[src/rtl/immgen_stage_if.sv]
// Decode-stage handshake bundle for immgen_stage.
// Ports:
//   in_valid/in_ready/in_instr/in_pc  - instruction + PC input channel
//   out_valid/out_ready/out_*         - registered decode result channel
// Modports: slave = stage view, master = producer/consumer view.
interface immgen_stage_if #(
  parameter int unsigned XLEN = 32
);
  logic            in_valid;
  logic            in_ready;
  logic [31:0]     in_instr;
  logic [XLEN-1:0] in_pc;

  logic            out_valid;
  logic            out_ready;
  logic [31:0]     out_instr;
  logic [XLEN-1:0] out_pc;
  logic [XLEN-1:0] out_imm;
  logic [XLEN-1:0] out_target;
  logic [2:0]      out_fmt;
  logic            out_illegal;

  modport slave (
    input  in_valid, in_instr, in_pc, out_ready,
    output in_ready, out_valid, out_instr, out_pc, out_imm, out_target,
           out_fmt, out_illegal
  );

  modport master (
    output in_valid, in_instr, in_pc, out_ready,
    input  in_ready, out_valid, out_instr, out_pc, out_imm, out_target,
           out_fmt, out_illegal
  );
endinterface

[src/rtl/immgen_stage.sv]
// Registered RV immediate-generation stage with a 2-entry skid buffer.
// Decodes the instruction format, builds the sign-extended immediate and
// pc + imm on the input side, then holds results in OUT/SKID registers.
// Ports:
//   clk   - clock
//   reset - synchronous active-high reset (zeroes data, empties stage)
//   flush - synchronous; drops held entries and the current input
//   bus   - immgen_stage_if.slave handshake bundle
// XLEN must be 32 or 64.
module immgen_stage #(
  parameter int unsigned XLEN = 32
) (
  input  logic           clk,
  input  logic           reset,
  input  logic           flush,
  immgen_stage_if.slave  bus
);

  localparam int unsigned IW = 32;
  localparam int unsigned FW = 3;

  localparam logic [FW-1:0] FMT_R = 3'd0;
  localparam logic [FW-1:0] FMT_I = 3'd1;
  localparam logic [FW-1:0] FMT_S = 3'd2;
  localparam logic [FW-1:0] FMT_B = 3'd3;
  localparam logic [FW-1:0] FMT_U = 3'd4;
  localparam logic [FW-1:0] FMT_J = 3'd5;
  localparam logic [FW-1:0] FMT_X = 3'd7;

  typedef enum logic [1:0] {
    EMPTY = 2'd0,
    ONE   = 2'd1,
    TWO   = 2'd2
  } state_t;

  typedef struct packed {
    logic [IW-1:0]   instr;
    logic [XLEN-1:0] pc;
    logic [XLEN-1:0] imm;
    logic [XLEN-1:0] target;
    logic [FW-1:0]   fmt;
    logic            illegal;
  } entry_t;

  state_t state_q, state_d;
  entry_t out_q, out_d;
  entry_t skid_q, skid_d;
  entry_t dec_c;
  logic   in_ready_q;
  logic   out_valid_q;
  logic   accept_c;
  logic   drain_c;

  logic [IW-1:0]        ins;
  logic signed [IW-1:0] imm32_c;

  assign ins = bus.in_instr;

  // Format decode and immediate assembly; every format fits in 32 bits and
  // is then sign-extended to XLEN by a signed width cast.
  always_comb begin : decode
    imm32_c     = '0;
    dec_c       = '0;
    dec_c.instr = ins;
    dec_c.pc    = bus.in_pc;
    case (ins[6:0])
      7'b0000011, 7'b0001111, 7'b0010011,
      7'b0011011, 7'b1100111, 7'b1110011: begin
        dec_c.fmt = FMT_I;
        imm32_c   = {{20{ins[31]}}, ins[31:20]};
      end
      7'b0100011: begin
        dec_c.fmt = FMT_S;
        imm32_c   = {{20{ins[31]}}, ins[31:25], ins[11:7]};
      end
      7'b1100011: begin
        dec_c.fmt = FMT_B;
        imm32_c   = {{19{ins[31]}}, ins[31], ins[7], ins[30:25], ins[11:8], 1'b0};
      end
      7'b0110111, 7'b0010111: begin
        dec_c.fmt = FMT_U;
        imm32_c   = {ins[31:12], 12'b0};
      end
      7'b1101111: begin
        dec_c.fmt = FMT_J;
        imm32_c   = {{11{ins[31]}}, ins[31], ins[19:12], ins[20], ins[30:21], 1'b0};
      end
      7'b0110011, 7'b0111011: begin
        dec_c.fmt = FMT_R;
      end
      default: begin
        dec_c.fmt     = FMT_X;
        dec_c.illegal = 1'b1;
      end
    endcase
    dec_c.imm    = XLEN'(imm32_c);
    dec_c.target = bus.in_pc + dec_c.imm;
  end

  // Occupancy FSM: OUT always holds the oldest entry, SKID the younger one.
  always_comb begin : next_state
    state_d  = state_q;
    out_d    = out_q;
    skid_d   = skid_q;
    accept_c = bus.in_valid & in_ready_q;
    drain_c  = out_valid_q & bus.out_ready;
    if (flush) begin
      state_d = EMPTY;
    end else begin
      case (state_q)
        EMPTY: begin
          if (accept_c) begin
            out_d   = dec_c;
            state_d = ONE;
          end
        end
        ONE: begin
          if (accept_c && drain_c) begin
            out_d = dec_c;
          end else if (drain_c) begin
            state_d = EMPTY;
          end else if (accept_c) begin
            skid_d  = dec_c;
            state_d = TWO;
          end
        end
        TWO: begin
          // in_ready is low here, so only a drain can happen.
          if (drain_c) begin
            out_d   = skid_q;
            state_d = ONE;
          end
        end
        default: state_d = EMPTY;
      endcase
    end
  end

  // State and data registers; handshake flags derive from the next state so
  // in_ready never depends combinationally on out_ready.
  always_ff @(posedge clk) begin : regs
    if (reset) begin
      state_q     <= EMPTY;
      out_q       <= '0;
      skid_q      <= '0;
      in_ready_q  <= 1'b1;
      out_valid_q <= 1'b0;
    end else begin
      state_q     <= state_d;
      out_q       <= out_d;
      skid_q      <= skid_d;
      in_ready_q  <= (state_d != TWO);
      out_valid_q <= (state_d != EMPTY);
    end
  end

  assign bus.in_ready    = in_ready_q;
  assign bus.out_valid   = out_valid_q;
  assign bus.out_instr   = out_q.instr;
  assign bus.out_pc      = out_q.pc;
  assign bus.out_imm     = out_q.imm;
  assign bus.out_target  = out_q.target;
  assign bus.out_fmt     = out_q.fmt;
  assign bus.out_illegal = out_q.illegal;

endmodule

[src/flat_wrapper.sv]
// flat-port wrapper written by rule: the top's interface ports become plain ports
module immgen_stage_flat 
#(
  parameter int unsigned XLEN = 32
)
  (clk, reset, flush, bus_in_valid, bus_in_instr, bus_in_pc, bus_out_ready, bus_in_ready, bus_out_valid, bus_out_instr, bus_out_pc, bus_out_imm, bus_out_target, bus_out_fmt, bus_out_illegal);
  immgen_stage_if #(.XLEN(XLEN)) bus_i ();
  input  logic clk;
  input  logic reset;
  input  logic flush;
  input wire logic [$bits(bus_i.in_valid)-1:0] bus_in_valid;
  input wire logic [$bits(bus_i.in_instr)-1:0] bus_in_instr;
  input wire logic [$bits(bus_i.in_pc)-1:0] bus_in_pc;
  input wire logic [$bits(bus_i.out_ready)-1:0] bus_out_ready;
  output wire logic [$bits(bus_i.in_ready)-1:0] bus_in_ready;
  output wire logic [$bits(bus_i.out_valid)-1:0] bus_out_valid;
  output wire logic [$bits(bus_i.out_instr)-1:0] bus_out_instr;
  output wire logic [$bits(bus_i.out_pc)-1:0] bus_out_pc;
  output wire logic [$bits(bus_i.out_imm)-1:0] bus_out_imm;
  output wire logic [$bits(bus_i.out_target)-1:0] bus_out_target;
  output wire logic [$bits(bus_i.out_fmt)-1:0] bus_out_fmt;
  output wire logic [$bits(bus_i.out_illegal)-1:0] bus_out_illegal;
  assign bus_i.in_valid = bus_in_valid;
  assign bus_i.in_instr = bus_in_instr;
  assign bus_i.in_pc = bus_in_pc;
  assign bus_i.out_ready = bus_out_ready;
  assign bus_in_ready = bus_i.in_ready;
  assign bus_out_valid = bus_i.out_valid;
  assign bus_out_instr = bus_i.out_instr;
  assign bus_out_pc = bus_i.out_pc;
  assign bus_out_imm = bus_i.out_imm;
  assign bus_out_target = bus_i.out_target;
  assign bus_out_fmt = bus_i.out_fmt;
  assign bus_out_illegal = bus_i.out_illegal;
  immgen_stage #(.XLEN(XLEN)) u_core (.clk(clk), .reset(reset), .flush(flush), .bus(bus_i));
endmodule
[config.mk]
export PLATFORM = sky130hd
export DESIGN_NAME = immgen_stage_flat
export DESIGN_NICKNAME = d
export VERILOG_FILES = /design/src/rtl/immgen_stage_if.sv /design/src/rtl/immgen_stage.sv /design/src/flat_wrapper.sv
export SDC_FILE = /design/constraint.sdc
export NUM_CORES = 1
export LEC_CHECK = 0
export BUFFER_PORTS_ARGS = -buffer_cell sky130_fd_sc_hd__buf_2
export CAP_MARGIN = 15
export CORE_ASPECT_RATIO = 1.1
export CORE_MARGIN = 1.5
export CORE_UTILIZATION = 50
export CTS_CLUSTER_DIAMETER = 200
export DETAILED_ROUTE_END_ITERATION = 12
export GPL_ROUTABILITY_DRIVEN = 0
export PLACE_DENSITY = 0.75
export SYNTH_ARGS = -nofsm -noshare
export SYNTH_HDL_FRONTEND = slang
export SYNTH_SLANG_ARGS = --single-unit
[constraint.sdc]
create_clock -name clk -period 4.4 [get_ports clk]
set_clock_uncertainty 0.2 [all_clocks]
set_input_delay 1.1 -clock clk [delete_from_list [all_inputs] [get_ports clk]]
set_output_delay 1.1 -clock clk [all_outputs]
set_load 0.1 [all_outputs]
==> flow_metrics.py, run 1 <==
metrics = {
    "synthesis": {
        "avgSynthCellArea_sq_um": 7.58,
        "ys_ff_latch": 268,
        "syn-cell-area_sq_um": 12600,
        "async_reset_ff_share_pct": 0,
        "synthCells": 1663,
        "synth_edf_count": 0,
        "yosysSeqAreaShare_pct": 42.5,
        "ys_types": 67,
        "syn_nets": 1764,
        "ys.flop_type": "dfxtp_1",
        "yosys_warnings": 0,
    },
    "placement": {
        "post-place-ws_ns": -0.457,
        "port_buffers": 202,
        "dp_hpwl_mm": 27.1,
    },
    "detailed_routing": {
        "vias": 12743,
        "first_iter_violations": 1210,
        "vias_per_cell": 5.67,
        "routed_wirelength_mm": 38.6,
        "drc_errors": 0,
        "dr.pass1.iters": 6,
        "wl_per_cell_microns": 17.2,
        "drtAntennaViolNets": 0,
    },
    "setup_path": {
        "startpoint": "bus_in_instr[5]",
        "cp-end-kind": "register",
        "r2r-start": "u_core.state_q[1]$_SDFF_PP0_",
        "path_max_fanout": 8,
        "crit_path_start_kind": "primary input",
        "cp.required_ns": 4.61,
        "arrival_ns": 4.43,
        "critical_path_class": "in -> reg",
    },
    "cts": {
        "cts-root-buf": "clkbuf_16",
        "cts_max_level": 1,
        "tritoncts": "built",
        "cts.path.max_buffers": 3,
        "postCtsHoldBufs": 0,
        "clkTransAtPathRegs_ns": 0.06,
        "cts-resized-gates": 0,
        "cts_buffers": 28,
        "clkSinkCount": 268,
        "insertion_delay_ns": 0.55,
        "post_cts_buffers": 0,
    },
    "power": {
        "vdd_ir_drop_max_uv": 278,
        "pwr_density_cell_nw_per_um2": 398,
        "leakagePower_nw": 6.84,
        "total_power_w": 0.00628,
    },
    "timing": {
        "fin_ws_ns": 0.187,
        "clock.fmax_mhz": 237,
        "period_needed_ns": 4.21,
        "tightest_slew_ns": 1.09,
        "slew_violations": 0,
        "min_period_over_period_pct": 95.8,
        "setup_viol": 0,
        "rsz0062_at_grt": "no",
        "hold_violations": 0,
        "relSlewSlack_pct": 27.3,
        "timing.hold.ws_ns": 0.249,
    },
    "grt": {
        "grt.total_usage_pct": 28.7,
        "antenna_found_initial": 1,
        "grt_pass1_wl_mm": 60.5,
        "first_global_vias": 11618,
        "grt_overflow": 0,
        "grt_max_degree": 98,
    },
    "die": {
        "core_area_sq_um": 24600,
        "die_y_microns": 170,
        "num_rows": 60,
        "dieArea_sq_um": 26200,
        "die_w_microns": 154,
        "initial_utilization_pct": 51.2,
        "boundaryPins": 203,
    },
    "finish": {
        "fillers": 2141,
        "multi_input_area_sq_um": 6720,
        "area_growth_pct": 25.2,
        "nets": 2019,
        "drive_gt1_share_pct": 22.6,
        "seq_area_sq_um": 5370,
    },
    "hold_path": {
        "min-delay-path-class": "reg -> reg",
        "holdCritStartpoint": "u_core.skid_q[35]$_SDFFE_PP0P_",
    },
    "run_status": {
        "status": "finished, final reports clean",
    },
    "flow_run": {
        "maxCapViolCount": 0,
    },
}
==> cell usage after synthesis, drive strengths merged (2+ instances only) <==
| cell type | count | area (sq um) |
|---|---|---|
| nand2 | 393 | 1480 |
| dfxtp | 268 | 5370 |
| a21oi | 215 | 1090 |
| nor2 | 209 | 787 |
| clkbuf | 122 | 458 |
| a311oi | 74 | 648 |
| a211oi | 61 | 463 |
| o21ai | 50 | 250 |
| inv | 38 | 143 |
| ha | 31 | 388 |
| xnor2 | 20 | 175 |
| nand2b | 12 | 75.1 |
| o22ai | 12 | 75.1 |
| o211ai | 11 | 87.6 |
| and3 | 10 | 62.6 |
| buf | 10 | 41.3 |
| nor3 | 10 | 50.1 |
| xor2 | 10 | 87.6 |
| nand3 | 9 | 45.0 |
| a31oi | 8 | 50.1 |
| nor2b | 8 | 50.1 |
| and2 | 7 | 46.3 |
| nand4 | 7 | 43.8 |
| nor3b | 6 | 50.1 |
| o211a | 6 | 60.1 |
| o21a | 6 | 45.0 |
| o21bai | 5 | 41.3 |
| a22o | 4 | 35.0 |
| a221oi | 3 | 61.3 |
| a22oi | 3 | 22.5 |
| or3 | 3 | 18.8 |
| a211o | 2 | 17.5 |
| a21o | 2 | 15.0 |
| a41oi | 2 | 25.0 |
| mux2 | 2 | 22.5 |
| nand3b | 2 | 15.0 |
| nor4 | 2 | 12.5 |
| o31ai | 2 | 28.8 |
| o41ai | 2 | 32.5 |
| or2 | 2 | 12.5 |
| or4 | 2 | 15.0 |
==> layout by cell type (no fill, tap or decap), types with 9 or more instances in the layout <==
cell / count
nand2_1: 393
a21oi_1: 209
clkbuf_16: 28
nor3_1: 10
buf_4: 151
buf_2: 201
nor2_1: 206
o21ai_1: 13
nand3_1: 9
a311oi_1: 74
a211oi_1: 59
dfxtp_1: 268
and3_1: 10
inv_1: 38
clkbuf_8: 9
o211ai_1: 10
xnor2_1: 20
xor2_1: 10
o22ai_1: 12
o21ai_0: 37
nand2b_1: 9
ha_1: 29
==> final timing paths <==
kind | endpoint | slack [ns] | cells past startpoint
worst max register to register | u_core.bus.out_imm[5]$_SDFFE_PP0P_ | 1.43 | 8
worst min-delay path | u_core.skid_q[35]$_SDFFE_PP0P_ | 0.25 | 2
worst min register to register | u_core.skid_q[35]$_SDFFE_PP0P_ | 0.25 | 2
worst max-delay path | u_core.bus.out_target[28]$_SDFFE_PP0P_ | 0.19 | 16
==> layer usage <==
layer | GRT usage (%) | part of all wire [%] | up-vias
met3 | 4.57 | 8.2 | 91
met2 | 47.0 | 46 | 524
met4 | 12.3 | 4.2 | 0
li1 | - | - | 6249
met5 | 0 | 0 | -
met1 | 37.5 | 42 | 5879
==> flip-flops by register name, indices dropped and copies added, names as in the netlist <==
signal / count
u_core.bus.out_instr: 32
u_core.bus.out_target: 32
u_core.bus.in_ready: 1
u_core.bus.out_pc: 32
u_core.bus.out_fmt: 3
u_core.skid_q: 132
u_core.state_q: 2
u_core.bus.out_valid: 1
u_core.bus.out_illegal: 1
u_core.bus.out_imm: 32
==> cell families after synthesis <==
group / count (synthesis) / synth area share (%)
buffers and inverters: 170 / 5.09
XOR/XNOR: 30 / 2.08
multiplexers: 2 / 0.179
flip-flops: 268 / 42.5
adder cells (fa/ha/maj): 32 / 3.23
AO/OA/AOI/OAI: 478 / 24.9
AND/OR/NAND/NOR: 683 / 22.0
==> stage by stage <==
stage	cells	util [%]	TNS [ns]	cell area, sq um
2_1_floorplan	1663	-	-0.00471	12700
3_3_place_gp	2198	60.3	-4.55	14800
3_5_place_dp	2198	60.3	-7.62	14800
4_1_cts	2246	64.1	0	15800
5_1_grt	2247	64.1	0	15800
6_report	2248	64.1	0	15800
==> critical path, stage by stage <==
cell	delay, ns
buf_2	0.16
nor3b_4	0.24
nor3b_1	0.08
o32a_1	0.41
nor2_2	0.44
buf_4	0.21
a21oi_1	0.05
inv_1	0.08
ha_1	0.25
a21oi_1	0.39
o21ai_0	0.23
nand2_1	0.11
a31oi_1	0.08
a41oi_1	0.22
xor2_1	0.24
o22ai_1	0.12
==> report_power, final <==
| part | internal (W) | switching, W | leakage, nW |
|---|---|---|---|
| sequential | 0.00252 | 0.0000516 | 2.18 |
| clock | 0.00143 | 0.000970 | 0.463 |
| combinational | 0.000315 | 0.000989 | 4.20 |
==> cell type report <==
class | count | area share, %
diodes | 2 | 0.0317
clock buffers | 42 | 5.34
clock inverters | 6 | 0.602
inverters | 38 | 0.903
multi-input cells | 1225 | 42.6
flip-flops and latches | 268 | 34.0
well taps | 310 | 2.46
repair buffers | 357 | 14.1
Power figures use the tool's default switching activity.
==> run 2: changes to the inputs <==
- BUFFER_PORTS_ARGS: -buffer_cell sky130_fd_sc_hd__buf_2 -> unset
- CORE_UTILIZATION: 50 -> 58
- DONT_BUFFER_PORTS: unset -> 1
- PLACE_DENSITY: 0.75 -> 0.76
- SETUP_SLACK_MARGIN: unset -> 0.1
==> flow_metrics.py, run 2 (synthesis gave the netlist of run 1 again) <==
metrics = {
    "detailed_routing": {
        "dr.pass1.iters": 5,
        "vias": 11547,
        "first_iter_violations": 1010,
        "vias_per_cell": 5.96,
        "drtAntennaViolNets": 0,
        "wl_per_cell_microns": 18.5,
        "routed_wirelength_mm": 35.8,
        "drc_errors": 0,
    },
    "die": {
        "core_area_sq_um": 21300,
        "initial_utilization_pct": 59.2,
        "num_rows": 56,
        "boundaryPins": 203,
        "die_w_microns": 144,
        "dieArea_sq_um": 22600,
        "die_y_microns": 158,
    },
    "finish": {
        "top_register": "u_core.skid_q",
        "largest_reg_flops": 132,
        "seq_area_sq_um": 5370,
        "area_growth_pct": 11.4,
        "layout_commonest_cell": "nand2_1",
        "nets": 1729,
        "multi_input_area_sq_um": 6770,
        "finish.instance_area_sq_um": 14000,
        "final_cell_mix": "nand2_1, dfxtp_1, nor2_1, a21oi_1, a311oi_1",
        "antenna_cells": 0,
        "fillers": 1872,
        "final_util_pct": 65.9,
        "drive_gt1_share_pct": 9.23,
    },
    "setup_path": {
        "cp_slowest_cell": "a221oi_4",
        "cp-end-kind": "register",
        "crit_path_start_kind": "primary input",
        "worstPathCellList": "nor3b_4 -> nor3b_1 -> o32a_1 -> nor2_4 -> nand2_1 -> inv_1 -> ha_1 -> a211oi_1 -> o21bai_1 -> a41oi_2 -> o31ai_4 -> a221oi_4 -> a21oi_1 -> xnor2_1 -> o22ai_1",
        "cp.required_ns": 4.58,
        "reg2regPathDepth": 9,
        "crit_path_max_incr_delay_ns": 0.41,
        "critical_path_class": "in -> reg",
        "arrival_ns": 4.20,
        "path_max_fanout": 13,
    },
    "placement": {
        "port_buffers": 0,
        "post-place-ws_ns": -0.0543,
        "dp_hpwl_mm": 24.7,
        "dpl_cell_area_sq_um": 13200,
    },
    "grt": {
        "antenna_found_initial": 0,
        "grt.total_usage_pct": 30.9,
        "grt_pass1_wl_mm": 55.5,
        "grt_overflow": 0,
        "first_global_vias": 10431,
        "grt_max_degree": 248,
    },
    "cts": {
        "insertion_delay_ns": 0.53,
        "postCtsHoldBufs": 0,
        "cts-root-buf": "clkbuf_16",
        "cts-resized-gates": 0,
        "clkTransAtPathRegs_ns": 0.06,
        "cts_max_level": 1,
        "cts_buffers": 27,
        "cts.path.max_buffers": 3,
        "post_cts_buffers": 0,
        "clkSinkCount": 268,
        "tritoncts": "built",
    },
    "power": {
        "pwr_density_cell_nw_per_um2": 413,
        "seqPwrFrac_pct": 54.0,
        "p_sw_w": 0.00185,
        "p_int_w": 0.00395,
        "clkPwrFrac_pct": 37.0,
        "vdd_ir_drop_max_uv": 379,
        "p_comb_share_pct": 9.0,
        "leakagePower_nw": 5.41,
        "swShare_pct": 31.9,
    },
    "timing": {
        "relSlewSlack_pct": 16.9,
        "slew_violations": 0,
        "tightest_slew_ns": 1.25,
        "period_needed_ns": 4.02,
        "fin_ws_ns": 0.384,
        "rsz0062_at_grt": "no",
        "clock.fmax_mhz": 249,
        "timing.hold.ws_ns": 0.248,
        "min_period_over_period_pct": 91.3,
        "hold_violations": 0,
        "setup_viol": 0,
    },
    "hold_path": {
        "min-delay-path-class": "reg -> reg",
        "hold_depth": 2,
    },
    "run_status": {
        "status": "finished, final reports clean",
    },
    "flow_run": {
        "maxCapViolCount": 0,
    },
}
## run 2: metal layers
metal  global-route usage, %  part of all wire [%]  vias to the layer above
li1                        -                     -                     5688
met1                    41.3                    42                     5277
met2                    48.8                    45                      504
met3                    6.72                   9.6                       78
met4                    12.1                   3.6                        0
met5                       0                     0                        -
## run 2: worst max-delay path: cells and delay by family
kind / cells / cell delay (ns)
compound gates: 8 / 1.83
buf+inv: 1 / 0.06
simple gates: 4 / 0.65
xor+xnor: 1 / 0.25
fa+ha+maj: 1 / 0.28
## run 2: through the flow
stage               power [W]  instances  TNS [ns]
floorplan             0.00358       1663         0
global placement      0.00368       1889  -0.00366
detailed placement    0.00370       1889    -0.118
CTS                   0.00582       1937         0
global route          0.00599       1937         0
finish                0.00580       1937         0
## run 2: layout make-up
type                    instances  share of cell area, %
inverters                      38                   1.02
clock buffers                  42                   5.57
well taps                     290                   2.58
multi-input cells            1225                   48.2
flip-flops and latches        268                   38.2
repair buffers                 68                   4.17
clock inverters                 6                  0.267
## run 2: path summary, 6_finish.rpt
| path | from | to | slack [ns] |
|---|---|---|---|
| setup / recovery | bus_in_instr[6] | u_core.bus.out_target[27]$_SDFFE_PP0P_ | 0.38 |
| setup reg to reg | u_core.bus.out_valid$_SDFF_PP0_ | u_core.bus.out_target[4]$_SDFFE_PP0P_ | 1.34 |
| hold reg to reg | u_core.skid_q[33]$_SDFFE_PP0P_ | u_core.skid_q[33]$_SDFFE_PP0P_ | 0.25 |
| hold / removal | u_core.skid_q[33]$_SDFFE_PP0P_ | u_core.skid_q[33]$_SDFFE_PP0P_ | 0.25 |
## run 2: power by group through the flow
stage,clock network [W],registers (W),logic [W]
detailed placement,0,0.00319,0.000513
global route,0.00227,0.00314,0.000579
global placement,0,0.00318,0.000501
finish,0.00215,0.00313,0.000521
CTS,0.00217,0.00313,0.000516
floorplan,0,0.00316,0.000413
